===== config.mk =====
export PLATFORM = sky130hd
export DESIGN_NAME = rom_byte_streamer
export DESIGN_NICKNAME = d
export VERILOG_FILES = /design/src/rtl/rom_byte_streamer.sv
export SDC_FILE = /design/constraint.sdc
export NUM_CORES = 1
export LEC_CHECK = 0
export ABC_CLOCK_PERIOD_IN_PS = 8250
export CAP_MARGIN = 15
export CORE_MARGIN = 1
export CORE_UTILIZATION = 35
export CTS_BUF_LIST = sky130_fd_sc_hd__clkbuf_2
export DETAILED_ROUTE_END_ITERATION = 10
export GPL_ROUTABILITY_DRIVEN = 0
export SETUP_SLACK_MARGIN = 0.1
export SYNTH_ARGS = -nofsm -noshare
export SYNTH_HDL_FRONTEND = slang
export SYNTH_SLANG_ARGS = --single-unit

===== constraint.sdc =====
create_clock -name Clk -period 8.25 [get_ports Clk]
set_clock_uncertainty 0.05 [all_clocks]
set_input_delay 1.2375 -clock Clk [delete_from_list [all_inputs] [get_ports Clk]]
set_output_delay 1.2375 -clock Clk [all_outputs]
set_load 0.1 [all_outputs]

===== src/rtl/rom_byte_streamer.sv =====
// Streams a contiguous, wrapping byte range of a 1-cycle-latency RAM as valid/ready bytes with last and done.
// Latency: first byte 3 cycles after Start; at most 2 reads buffered or in flight, so stalls throttle reads immediately.
package AocPkg;
  localparam int ROM_DEPTH = 16;
  typedef logic [$clog2(ROM_DEPTH)-1:0] RomAddr_t;
endpackage

module rom_byte_streamer #(
  parameter int DEPTH  = AocPkg::ROM_DEPTH,
  parameter int ADDR_W = $clog2(DEPTH)
) (
  input  logic              Clk,
  input  logic              Reset,
  input  logic              Start,
  input  logic [ADDR_W-1:0] BaseAddr,
  input  logic [ADDR_W:0]   Length,
  output logic [ADDR_W-1:0] RamReadAddr,
  output logic              RamReadEnable,
  input  logic [7:0]        RamReadData,
  output logic [7:0]        OutData,
  output logic              OutValid,
  input  logic              OutReady,
  output logic              OutLast,
  output logic              Busy,
  output logic              Done
);

  localparam int CNT_W = ADDR_W + 1;
  localparam logic [CNT_W-1:0]  DEPTH_CNT = CNT_W'(DEPTH);
  localparam logic [CNT_W-1:0]  CNT_ONE   = CNT_W'(1);
  localparam logic [ADDR_W-1:0] LAST_ADDR = ADDR_W'(DEPTH - 1);
  localparam logic [ADDR_W-1:0] ADDR_ONE  = ADDR_W'(1);

  typedef enum logic [1:0] {IDLE, STREAM, FINISH} state_t;

  state_t            state;
  logic [ADDR_W-1:0] addr;
  logic [CNT_W-1:0]  remaining;
  logic [CNT_W-1:0]  issued;
  logic [CNT_W-1:0]  delivered;
  logic              in_flight;
  logic [7:0]        fifo_mem [2];
  logic              wr_ptr;
  logic              rd_ptr;
  logic [1:0]        fifo_count;
  logic              pop;
  logic              issue;
  logic [1:0]        occ_after_pop;

  assign OutValid      = (fifo_count != 2'd0);
  assign OutData       = fifo_mem[rd_ptr];
  assign OutLast       = OutValid && (delivered == remaining - CNT_ONE);
  assign pop           = OutValid && OutReady;
  // Buffered plus in-flight reads, counting a byte leaving this cycle as already gone.
  assign occ_after_pop = fifo_count + 2'(in_flight) - 2'(pop);
  assign issue         = (state == STREAM) && (issued < remaining) && (occ_after_pop < 2'd2);
  assign RamReadEnable = issue;
  assign RamReadAddr   = addr;

  always_ff @(posedge Clk) begin
    if (Reset) begin
      state       <= IDLE;
      addr        <= '0;
      remaining   <= '0;
      issued      <= '0;
      delivered   <= '0;
      in_flight   <= 1'b0;
      fifo_mem[0] <= 8'h00;
      fifo_mem[1] <= 8'h00;
      wr_ptr      <= 1'b0;
      rd_ptr      <= 1'b0;
      fifo_count  <= 2'd0;
      Busy        <= 1'b0;
      Done        <= 1'b0;
    end else begin
      Done       <= 1'b0;
      in_flight  <= issue;
      fifo_count <= fifo_count + 2'(in_flight) - 2'(pop);
      if (in_flight) begin
        fifo_mem[wr_ptr] <= RamReadData;
        wr_ptr           <= ~wr_ptr;
      end
      if (pop) begin
        rd_ptr    <= ~rd_ptr;
        delivered <= delivered + CNT_ONE;
      end
      if (issue) begin
        issued <= issued + CNT_ONE;
        addr   <= (addr == LAST_ADDR) ? '0 : addr + ADDR_ONE;
      end

      case (state)
        IDLE: begin
          if (Start) begin
            addr      <= BaseAddr;
            remaining <= (Length > DEPTH_CNT) ? DEPTH_CNT : Length;
            issued    <= '0;
            delivered <= '0;
            if (Length == '0) begin
              state <= FINISH;
              Done  <= 1'b1;
            end else begin
              state <= STREAM;
              Busy  <= 1'b1;
            end
          end
        end
        STREAM: begin
          if (pop && OutLast) begin
            state <= FINISH;
            Busy  <= 1'b0;
            Done  <= 1'b1;
          end
        end
        default: state <= IDLE;
      endcase
    end
  end

endmodule


==> metrics.md <==
| Metric | Value |
|---|---|
| Result of the run | complete, no violations |
| Total via count in the routed design | 1585 |
| Area growth from synthesis to final layout | 22.23% |
| Pwr dens | 223.0 nW/um^2 |
| Total global routing track utilization | 14.44% |
| Pins Over Slew Limit | 0 |
| WP data required | 6.96 ns |
| Total overflow reported by the global router | 0 |
| Cell count after placement | 318 |
| RSZ-0062 raised after global routing | false |
| Number of distinct library cells after synthesis | 41 |
| Core box area | 5991 um^2 |
| Input/output buffers | 37 |
| Nets | 281 |
| Worst-path cell chain | clkdlybuf4s50_1 -> nand2_1 -> clkinv_1 -> ha_1 -> inv_1 -> ha_1 -> xnor3_2 -> nand3b_4 -> a21oi_4 -> clkdlybuf4s50_1 |
| Final cell count without fillers | 326 |
| Relative slew slack | 34.96% |
| Setup slack of the worst register-to-register path | 5.34 ns |
| Number of DRC markers after the initial detailed-route iteration | 31 |
| Max stage delay cell, worst path | clkdlybuf4s50_1 |
| Number of synthesized register bits | 45 |
| Clock input transition at the sequential cells of the worst setup and hold paths | 0.20 ns |
| RR Endpoint | RamReadAddr[3] |
| Source-to-sink clock delay at the later pin of the worst-skew pair | 0.41 ns |
| Final Cell Area | 2690 um^2 |
| Worst setup path class | input pin to primary output |
| Post-layout min period | 5.749 ns |
| Net count of the mapped netlist | 242 |
| Worst Reg-to-Reg Cells | 11 |
| Diode insertion count for antenna repair | 0 |
| Worst stage delay on the critical path | 1.22 ns |
| Number of setup violations in the final report | 0 |
| X dimension of the die | 81.30 um |
| H-tree depth | 2 |
| Type of element capturing the critical path | primary output |
| Leakage power total | 0.9965 nW |
| Portion of the post-synthesis area used by sequential elements | 48.21% |
| Worst reg2reg path startpoint | fifo_count[1] |
| Drt first pass iters | 4 |
| Actual transition at the worst max-transition pin | 0.9726 ns |
| Most common library cell in the layout ignoring fill and taps | clkdlybuf4s50_1 |
| Total power | 0.0005999 W |
| Max Buffers Root-to-Sink | 2 |
| Commonest register cell after synthesis | dfxtp_1 |
| Clock root cell | clkbuf_2 |
| Yosys warnings | 0 |
| Final WL | 4217 um |
| Synthesized cell area | 2201 um^2 |
| Final cycle utilization of the critical path | 69.69% |
| TritonCTS clock tree | done |
| Critical path capture point | RamReadEnable |
| Number of enable-type register cells in the synthesized netlist | 16 |
| Total placed instance area | 2650 um^2 |
| Die H | 81.30 um |
| Arrival @ worst endpoint | 4.46 ns |
| Initial antenna violation count | 0 |
| Biggest fanout along the worst timing path | 10 |
| Num CTS Buffers | 5 |
| Highest attainable clock frequency | 173.9 MHz |
| Total Negative Setup Slacks | 0 ns |
| Layout cells sized above 1 | 10.36% |
| Async set-or-reset flop fraction in the synthesized netlist | 0% |
| Most frequent cells in the layout | clkdlybuf4s50_1, dfxtp_1, nor2_1 |
| Total die area | 6610 um^2 |
| Final hold viol count | 0 |
| Drt drc | 0 |
| Wire length of the first global-routing pass | 7031 um |
| Hold/Removal Path Class | register to register |
| Core utilization of the finished layout | 44.90% |
| Core Rows | 28 |
| CTS-repair resized insts | 0 |
| Detailed placement HPWL | 3088 um |
| Vias/cell | 4.862 |
| Maximum number of pins on one net before global-route repair | 24 |
| Number of global-route vias before repair | 1473 |
| Post CTS Setup Buffer Count | 0 |
| Max Cap Violations | 0 |
| CP startpoint kind | input pin |
| # hold bufs at CTS | 0 |
| Starting Density | 36.74% |
| Top Ports | 38 |
| Num Clock Sinks | 45 |
| Post-detailed-route count of antenna-violating nets | 0 |
| Average cell area after synthesis | 10.43 um^2 |
| Worst vdd rail ir drop | 0.1451 mV |
| Crit. Startpoint | OutReady |
| WL per Instance | 12.94 um |
| Number of instances in the synthesized netlist | 211 |
[cell usage after synthesis, drive strengths merged, types with 2 or more instances]
library cell / n / share of area [%]
o31ai: 3 / 1.0
a2111oi: 2 / 1.1
edfxtp: 16 / 22
dfxtp: 29 / 26
ha: 10 / 5.7
and2: 18 / 5.1
a211oi: 3 / 1.0
mux2i: 4 / 1.8
nor2: 23 / 3.9
nand3: 3 / 0.68
or2: 3 / 0.85
nor2b: 2 / 0.57
xor2: 6 / 2.4
a21o: 2 / 0.68
nor3b: 4 / 1.4
xnor2: 8 / 3.2
mux2: 9 / 4.6
a31oi: 2 / 0.57
a311oi: 2 / 0.80
nand4: 3 / 0.85
inv: 11 / 1.9
nand3b: 6 / 2.6
o21ai: 4 / 0.91
a21oi: 8 / 2.3
clkbuf: 6 / 1.0
nor3: 2 / 0.45
nand2: 12 / 2.0
[report_power, final]
group | total, W | internal [W] | switching [W]
logic | 0.000247 | 0.0000806 | 0.000167
clock network | 0.0000896 | 0.0000213 | 0.0000683
registers | 0.000263 | 0.000247 | 0.0000158
[logic make-up (layout without fill, tap and decap cells)]
| logic type | Yosys count | in the layout | share of synthesized area, % |
|---|---|---|---|
| adder cells (fa/ha/maj) | 10 | 10 | 5.685 |
| buffers and inverters | 18 | 58 | 3.070 |
| flip-flops | 45 | 45 | 48.21 |
| AO/OA/AOI/OAI | 30 | 30 | 10.01 |
| XOR/XNOR | 15 | 15 | 6.651 |
| AND/OR/NAND/NOR | 80 | 80 | 19.95 |
| multiplexers | 13 | 13 | 6.424 |
[area by class of cell]
type	count	area, um^2
repair buffers	38	377.9
inverters	12	45.04
clock buffers	6	30.03
multi-input cells	148	1072
flip-flops and latches	45	1061
well taps	75	93.84
fillers	577	3301
clock inverters	2	10.01
[worst max-delay path: cells and delay by family]
| kind | cells | cell delay, ns |
|---|---|---|
| compound gates | 1 | 0.33 |
| fa+ha+maj | 2 | 0.53 |
| simple gates | 2 | 0.22 |
| buf+inv | 4 | 1.90 |
| xor+xnor | 1 | 0.25 |
[flip-flops by register name, indices dropped and copies added (netlist names), named ones only]
signal / cells
wr_ptr: 1
state: 2
RamReadAddr: 4
remaining: 5
issued: 5
fifo_count: 2
Done: 1
fifo_mem: 16
in_flight: 1
delivered: 5
rd_ptr: 1
Busy: 1
[metrics by stage]
stage                     setup WS, ns  hold slack (ns)
after floorplan                  3.658           0.3950
after global placement           2.514           0.4186
after detailed placement         2.488           0.4217
after CTS                        2.471           0.4502
after global routing             2.318           0.4730
final                            2.501           0.4445
[per-layer routing]
metal	track usage, %	wire length [um]	up-vias
li1	-	-	816
met1	19.48	2133	734
met2	21.67	1852	30
met3	3.933	164	5
met4	5.714	66	0
met5	0	0	-
[how the worst min path moves through the flow]
stage | startpoint | to | depth (start not counted)
2_1_floorplan | remaining[1] | remaining[1] | 2
3_3_place_gp | remaining[1] | remaining[1] | 2
3_5_place_dp | Busy | Busy | 2
4_1_cts | remaining[1] | remaining[1] | 2
5_1_grt | Busy | Busy | 2
6_report | Busy | Busy | 2
Note: power is estimated with default switching activity, not from simulation.
